[src/rtl/pc_select.sv]
// ---------------------------------------------------------------------------
// pc_select -- fetch-address selection and next-pc prediction.
//
// Chooses the address presented to fetch (pc) from three sources: the
// corrected target of a mispredicted jump (m_valA), a return address from a
// ret in writeback (w_valM), or the registered prediction (pred_pc). It also
// tracks the processor status with a small FSM whose states are terminal once
// a halt, address error or illegal instruction is seen.
//
// Configuration macro:
//   PCSEL_JMP_TAKEN_EN  defined   -> jXX predicted taken (pred_pc <= f_valC)
//                       undefined -> jXX predicted not-taken (pred_pc <= f_valP)
//
// Parameters:
//   RESET_PC       pred_pc value loaded at reset
//
// Ports:
//   clk            rising-edge clock
//   rst_n          synchronous active-low reset
//   f_stall        fetch stall; holds pred_pc and state
//   f_icode        icode of the instruction at pc
//   f_valC         constant word of the instruction at pc
//   f_valP         fall-through address of the instruction at pc
//   f_halt         instruction at pc is halt
//   f_instr_valid  instruction at pc has a legal icode
//   f_imem_error   pc is outside instruction memory
//   m_mispredict   memory-stage jXX resolved against its prediction
//   m_valA         correct target for the mispredicted jXX
//   w_ret          ret in writeback
//   w_valM         return address for the ret in writeback
//   pc             address presented to fetch (combinational)
//   pred_pc        registered predicted next pc
//   stat           00 AOK, 01 HLT, 10 ADR, 11 INS (registered)
//   fetch_en       high only while running
// ---------------------------------------------------------------------------
module pc_select #(
    parameter logic [63:0] RESET_PC = 64'd0
) (
    input  logic        clk,
    input  logic        rst_n,
    input  logic        f_stall,
    input  logic [3:0]  f_icode,
    input  logic [63:0] f_valC,
    input  logic [63:0] f_valP,
    input  logic        f_halt,
    input  logic        f_instr_valid,
    input  logic        f_imem_error,
    input  logic        m_mispredict,
    input  logic [63:0] m_valA,
    input  logic        w_ret,
    input  logic [63:0] w_valM,
    output logic [63:0] pc,
    output logic [63:0] pred_pc,
    output logic [1:0]  stat,
    output logic        fetch_en
);

    localparam logic [3:0] ICODE_JXX  = 4'h7;
    localparam logic [3:0] ICODE_CALL = 4'h8;

    // State encoding doubles as the stat code, so stat comes straight off
    // the state register.
    typedef enum logic [1:0] {
        RUN    = 2'b00,
        HALT   = 2'b01,
        ADRERR = 2'b10,
        INSERR = 2'b11
    } state_t;

    state_t      state_reg, state_next;
    logic [63:0] pred_pc_reg, pred_pc_next;
    logic [63:0] jxx_target;

    // Mispredict outranks ret: the mispredicted jump is older in the
    // pipeline than anything fetched after it, including a ret's target.
    always_comb begin
        if (m_mispredict) begin
            pc = m_valA;
        end else if (w_ret) begin
            pc = w_valM;
        end else begin
            pc = pred_pc_reg;
        end
    end

`ifdef PCSEL_JMP_TAKEN_EN
    assign jxx_target = f_valC;
`else
    assign jxx_target = f_valP;
`endif

    // Fetch outputs always describe the instruction at pc, so a redirect
    // coinciding with a fault simply reports the fault of the redirected
    // address; no separate handling is needed.
    always_comb begin
        state_next   = state_reg;
        pred_pc_next = pred_pc_reg;
        if (state_reg == RUN && !f_stall) begin
            if (f_imem_error) begin
                state_next = ADRERR;
            end else if (!f_instr_valid) begin
                state_next = INSERR;
            end else if (f_halt) begin
                state_next = HALT;
            end else begin
                state_next = RUN;
            end

            if (state_next == RUN) begin
                case (f_icode)
                    ICODE_CALL: pred_pc_next = f_valC;
                    ICODE_JXX:  pred_pc_next = jxx_target;
                    default:    pred_pc_next = f_valP;
                endcase
            end else begin
                // Leave pred_pc pointing at the offending instruction.
                pred_pc_next = pc;
            end
        end
    end

    always_ff @(posedge clk) begin
        if (!rst_n) begin
            state_reg   <= RUN;
            pred_pc_reg <= RESET_PC;
        end else begin
            state_reg   <= state_next;
            pred_pc_reg <= pred_pc_next;
        end
    end

    assign pred_pc  = pred_pc_reg;
    assign stat     = state_reg;
    assign fetch_en = (state_reg == RUN);

endmodule

[config.mk]
export PLATFORM = sky130hd
export DESIGN_NAME = pc_select
export DESIGN_NICKNAME = d
export VERILOG_FILES = /design/src/rtl/pc_select.sv
export SDC_FILE = /design/constraint.sdc
export NUM_CORES = 1
export LEC_CHECK = 0
export ABC_CLOCK_PERIOD_IN_PS = 1200
export CORE_AREA = 2 2 157 159
export DETAILED_ROUTE_END_ITERATION = 10
export DIE_AREA = 0 0 159 161
export SETUP_SLACK_MARGIN = 0.15
export SYNTH_ARGS = -nofsm -noshare
export SYNTH_HDL_FRONTEND = slang
export SYNTH_SLANG_ARGS = --single-unit
[constraint.sdc]
create_clock -name clk -period 1.2 [get_ports clk]
set_input_delay 0.18 -clock clk [delete_from_list [all_inputs] [get_ports clk]]
set_output_delay 0.18 -clock clk [all_outputs]
set_load 0.005 [all_outputs]
==> flow_metrics.env, run 1 <==
export IMPL_drtPass1Iterations=4
export IMPL_dr_wl_met2_um=13900
export IMPL_fin_cells=1601
export IMPL_cts_tree="yes"
export IMPL_synth_simple_gate_area_share_pct=10.4
export IMPL_crit_required_ns=1.46
export IMPL_vias=7047
export IMPL_fin_ws_ns=-0.348
export IMPL_row_count=57
export IMPL_rsz0062_at_grt="true"
export IMPL_min_period_ns=1.55
export IMPL_status="complete, but fails checks"
export IMPL_port_buffers=398
export IMPL_syn_area_per_cell_um2=9.15
export IMPL_placed_cells=1428
export IMPL_drt_initial_drc_count=292
export IMPL_drc=0
export IMPL_synth_area_leaders="dfxtp_1 (25%), mux2i_1 (24%), o221ai_2 (17%), o21a_1 (9.3%), nand2_1 (9.1%)"
export IMPL_synthAdderAreaFrac_pct=0
export IMPL_synthArstFlopShare_pct=0
export IMPL_viasPerCell=4.40
export IMPL_syn_cell_area_mm2=0.00526
export IMPL_drv_cap=0
export IMPL_syn_to_final_growth_pct=149
export IMPL_dp_hpwl_um=19100
export IMPL_p_leak_nw=5.95
export IMPL_period_share_pct=129
export IMPL_fp_dieH_um=161
export IMPL_synth_mux_area_share_pct=24.4
export IMPL_synth_cells=575
export IMPL_ant_nets=0
export IMPL_io_pins=399
export IMPL_worst_pin_slew_ns=0.255
export IMPL_worstSkewPairLatency_ns=0.34
export IMPL_n_fill_cell=2165
export IMPL_power_total_mw=9.61
export IMPL_end_kind="register"
export IMPL_violations="negative setup slack"
export IMPL_synth_nets=843
export IMPL_setup_viol=131
export IMPL_ys_ff_latch=66
export IMPL_finClkSkew_ns=0.00582
export IMPL_htree_levels=3
export IMPL_synth_yosys_warnings=0
export IMPL_largest_reg_flops=64
export IMPL_synth_cell_types=24
export IMPL_path_clk_slew_ns=0.06
export IMPL_crit_path_cell_trace="buf_12, nor4b_4, nand3b_1, buf_6, buf_12, clkbuf_16, o221ai_2"
export IMPL_cp_common_cell="buf_12"
export IMPL_max_freq_mhz=646
export IMPL_cts_buffers=9
export IMPL_grt_max_degree=51
export IMPL_wl_per_cell_um=17.3
export IMPL_grt_pass1_vias=7371
export IMPL_cpPeakStageDelay_ns=0.34
export IMPL_synth_enable_flop_cells=0
export IMPL_synth_commonest_cells="mux2i_1 (128), nand2_1 (128), dfxtp_1 (66)"
export IMPL_synth_compound_area_share_pct=27.6
export IMPL_n_antenna_cell=0
export IMPL_max_slew_margin_pct=82.5
export IMPL_die_area_mm2=0.0256
export IMPL_core_mm2=0.0240
export IMPL_grt_pass1_wl_um=41300
export IMPL_globalplace_congestion=0.851
export IMPL_cts_root_buf="clkbuf_16"
export IMPL_hold_buffers=0
export IMPL_powerDensity_mw_per_mm2=735
export IMPL_start_util_pct=22.0
export IMPL_whs_ns=0.488
export IMPL_cp_arrival_ns=1.81
export IMPL_hold_class="in -> reg"
export IMPL_path_max_fanout=8
export IMPL_hold_viol=0
export IMPL_peakVddDrop_v=0.000536
export IMPL_drive_above_1_share_pct=49.6
export IMPL_grt_use_total_pct=20.6
export IMPL_crit_slowest_cell="dfxtp_2"
export IMPL_routed_top_layer="met4"
export IMPL_overflow=0
export IMPL_synth_main_ff_cell="dfxtp_1"
export IMPL_drv_slew=0
export IMPL_clockBufferDepth=2
export IMPL_wl_met3_um=1840
export IMPL_critPathKind="reg -> reg"
export IMPL_finalNetCount=1541
export IMPL_wl_um=27800
export IMPL_synth_top_family_by_area="compound AO/OA/AOI/OAI gates"
export IMPL_cts_sinks=66
export IMPL_seq_area_frac_synth_pct=25.1
export IMPL_utilization_pct=54.6
export IMPL_antenna_found_initial=0
export IMPL_die_x_um=159
export IMPL_wl_met1_um=11300
export IMPL_worst_setup_path_start_kind="register"
export IMPL_yosysTopAreaCellShare_pct=25.1
export IMPL_yosys_area_top_type="dfxtp_1"
export IMPL_synth_xor_xnor_area_share_pct=0
-- power by group --
group,leakage (nW),internal (mW),switching (mW),total (mW)
sequential,0.568,2.39,0.120,2.51
clock,0.142,1.65,1.06,2.71
combinational,5.24,2.89,1.50,4.39
-- metal layers --
layer | GRT usage, % | vias to the layer above
met3 | 5.14 | 35
met5 | 0 | -
li1 | - | 3448
met2 | 36.7 | 276
met1 | 24.2 | 3288
met4 | 6.82 | 0
-- logic make-up after synthesis --
family	after synthesis
AND/OR/NAND/NOR	135
AO/OA/AOI/OAI	133
multiplexers	128
buffers and inverters	113
flip-flops	66
-- repair_timing --
item / 4_1_cts / 5_1_grt
pin swaps: 65 / 52
cloned: 6 / 2
setup buffers: 90 / 60
endpoints found under the setup margin: 195 / 196
gates resized for setup: 777 / 46
-- worst paths after layout --
| path | startpoint | endpoint | slack, ns | depth (start not counted) |
|---|---|---|---|---|
| worst max-delay path | stat[1] | pred_pc[13] | -0.35 | 7 |
| worst min-delay path | m_mispredict | pred_pc[33] | 0.49 | 5 |
| worst max register to register | stat[1] | pred_pc[13] | -0.35 | 7 |
| worst min register to register | pred_pc[62] | pred_pc[62] | 0.55 | 3 |
-- cell type report --
| cell class | count | area (um2) | area share, % |
|---|---|---|---|
| clock buffers | 12 | 246 | 1.88 |
| clock inverters | 3 | 40.0 | 0.306 |
| inverters | 65 | 244 | 1.86 |
| multi-input cells | 396 | 3440 | 26.3 |
| flip-flops and latches | 66 | 1410 | 10.7 |
| well taps | 324 | 405 | 3.10 |
| repair buffers | 735 | 7300 | 55.8 |
-- cells in the final DEF (no fill, tap or decap), drive strengths merged --
| master | count |
|---|---|
| a211oi | 1 |
| a21oi | 1 |
| buf | 467 |
| bufbuf | 1 |
| bufinv | 1 |
| clkbuf | 14 |
| clkdlybuf4s50 | 257 |
| clkinv | 2 |
| dfxtp | 66 |
| dlygate4sd2 | 8 |
| inv | 65 |
| mux2i | 128 |
| nand2 | 128 |
| nand2b | 1 |
| nand3b | 1 |
| nor2 | 1 |
| nor2b | 1 |
| nor3 | 1 |
| nor4b | 2 |
| o21a | 65 |
| o21ai | 1 |
| o221ai | 64 |
| o31a | 1 |
-- metrics by stage --
step                setup WS (ns)  TNS, ns  area, um2
floorplan                 -0.0365    -2.19       5330
CTS                        -0.294   -22.17      12400
detailed placement         -0.733   -72.50      10900
global route               -0.398   -32.25      13100
global placement           -0.690   -71.16      10900
finish                     -0.348   -24.95      13100
-- critical path: cells and delay by family (launching register included) --
kind | cells | cell delay (ns)
flops | 1 | 0.34
compound gates | 1 | 0.15
buf+inv | 4 | 0.58
simple gates | 2 | 0.39
Power figures use the tool's default switching activity.
==> run 2: changes to the inputs <==
- SETUP_SLACK_MARGIN: 0.15 -> unset
==> run 2 against run 1 <==
Net effect:
- highest routed layer unchanged
- via count shrank 5.6%
- sequential share of layout area rose by 1.2 points
- the run still ends with negative setup slack left
- clock power about the same
- critical path type unchanged
- clock skew up 0.0027 ns
- fmax is 6.8% higher
- first-iteration DRC count decreased by 22%
- final cell count down 4.3%
- sequential power fell by 2%
- global-route usage decreased by 0.72 points
==> flow_metrics.env, run 2 (same netlist as run 1, synthesis figures left out) <==
export IMPL_wl_per_cell_um=17.2
export IMPL_finClkSkew_ns=0.00847
export IMPL_path_buf_inv=4
export IMPL_core_mm2=0.0240
export IMPL_vias=6654
export IMPL_cp_common_cell="buf_12"
export IMPL_crit_slowest_cell="dfxtp_2"
export IMPL_row_count=57
export IMPL_violations="negative setup slack"
export IMPL_p_int_mw=6.44
export IMPL_path_max_fanout=10
export IMPL_grt_use_total_pct=19.9
export IMPL_n_fill_cell=2362
export IMPL_wl_um=26400
export IMPL_pre_cts_slack_ns=-0.797
export IMPL_hold_class="reg -> reg"
export IMPL_fin_ws_ns=-0.249
export IMPL_overflow=0
export IMPL_drive_above_1_share_pct=43.8
export IMPL_hold_viol=0
export IMPL_min_period_ns=1.45
export IMPL_period_share_pct=121
export IMPL_fin_cells=1532
export IMPL_clockBufferDepth=2
export IMPL_worst_pin_slew_ns=0.336
export IMPL_critPathKind="reg -> reg"
export IMPL_ff_latch_area_mm2=0.00140
export IMPL_peakVddDrop_v=0.000516
export IMPL_seqPwrFrac_pct=27.6
export IMPL_drv_slew=0
export IMPL_place_area_mm2=0.0108
export IMPL_globalplace_congestion=0.832
export IMPL_rsz0062_at_grt="true"
export IMPL_grt_pass1_vias=6997
export IMPL_max_slew_margin_pct=77.5
export IMPL_hold_buffers=0
export IMPL_cts_buffers=9
export IMPL_power_total_mw=8.97
export IMPL_fin_tns_setup_ns=-16.79
export IMPL_drv_cap=0
export IMPL_utilization_pct=49.0
export IMPL_placed_cells=1429
export IMPL_drtPass1Iterations=4
export IMPL_postLayoutCellArea_mm2=0.0118
export IMPL_setup_viol=128
export IMPL_whs_ns=0.477
export IMPL_cp_arrival_ns=1.69
export IMPL_die_x_um=159
export IMPL_layout_commonest_cell="clkdlybuf4s50_1"
export IMPL_grt_max_degree=43
export IMPL_crit_path_cell_trace="buf_6, nor4b_4, buf_4, o21ai_4, buf_12, buf_12, o221ai_4"
export IMPL_grt_pass1_wl_um=39600
export IMPL_cts_tree="yes"
export IMPL_p_leak_nw=5.36
export IMPL_netSwitchingPower_mw=2.53
export IMPL_cts_root_buf="clkbuf_16"
export IMPL_max_freq_mhz=690
export IMPL_swShare_pct=28.2
export IMPL_ant_nets=0
export IMPL_drt_initial_drc_count=227
export IMPL_largest_reg_flops=64
export IMPL_die_area_mm2=0.0256
export IMPL_antenna_found_initial=1
export IMPL_syn_to_final_growth_pct=123
export IMPL_drc=0
export IMPL_cpLargestDelayFamily="buffers and inverters"
export IMPL_layout_common_cells="clkdlybuf4s50_1 (255), buf_4 (228), nand2_1 (128)"
export IMPL_fp_dieH_um=161
export IMPL_cpPeakStageDelay_ns=0.32
export IMPL_worstSkewPairLatency_ns=0.34
export IMPL_htree_levels=3
export IMPL_viasPerCell=4.34
export IMPL_status="complete, but fails checks"
export IMPL_worst_setup_path_start_kind="register"
export IMPL_dp_hpwl_um=19400
export IMPL_pwr_share_clk_pct=30.2
export IMPL_cts_sinks=66
export IMPL_crit_required_ns=1.44
export IMPL_port_buffers=398
export IMPL_io_pins=399
export IMPL_comb_power_share_pct=42.2
export IMPL_multi_input_area_mm2=0.00343
export IMPL_start_util_pct=22.0
export IMPL_path_clk_slew_ns=0.06
export IMPL_powerDensity_mw_per_mm2=764
export IMPL_end_kind="register"
export IMPL_finalNetCount=1471
[run 2: cell types whose count changed in the layout (fill, tap and decap cells not counted), moves of 5 or more]
cell / delta
buf_12: -14
buf_4: +45
buf_6: -162
buf_8: -5
clkbuf_2: +29
clkdlybuf4s15_1: +33
[run 2: worst reg2reg max path, cell delays in order (launching register included)]
cell and delay (ns):
dfxtp_2 0.32, buf_6 0.11, nor4b_4 0.23, buf_4 0.16, o21ai_4 0.07, buf_12 0.16, buf_12 0.15, o221ai_4 0.16
[run 2: per-layer routing]
layer  routed length, um  GRT usage (%)  vias up
met5                   0              0        -
met4                 570           5.50        0
met3                1870           6.09       28
met2               13000           35.1      263
met1               10900           23.3     3068
li1                    -              -     3295
[run 2: power groups by stage]
stage,clock network (mW),logic [mW],registers [mW]
after floorplan,0,1.14,2.53
after global placement,0,3.61,2.49
after detailed placement,0,3.61,2.49
after CTS,2.81,3.72,2.47
after global routing,2.88,4.06,2.49
final,2.71,3.78,2.47
[run 2: path summary, 6_finish.rpt]
path	endpoint	depth (start not counted)	from	slack (ns)
hold / removal	pred_pc[55]	2	pred_pc[55]	0.48
setup / recovery	pred_pc[35]	7	stat[1]	-0.25
setup reg to reg	pred_pc[35]	7	stat[1]	-0.25
hold reg to reg	pred_pc[55]	2	pred_pc[55]	0.48
[run 2: final cells by class]
| cell class | instances | share of cell area [%] |
|---|---|---|
| Clock inverter | 3 | 0.341 |
| Multi-Input combinational cell | 396 | 29.2 |
| Tap cell | 324 | 3.45 |
| Antenna cell | 1 | 0.0213 |
| Sequential cell | 66 | 11.9 |
| Timing Repair Buffer | 665 | 50.9 |
| Clock buffer | 12 | 2.10 |
| Inverter | 65 | 2.08 |
[run 2: what timing repair did]
| item | 4_1_cts | 5_1_grt |
|---|---|---|
| pin swaps | 99 | 66 |
| endpoints found under the setup margin | 195 | 158 |
| buffers inserted | 59 | 21 |
| resized for setup | 512 | 47 |
| gates cloned | 7 | 1 |
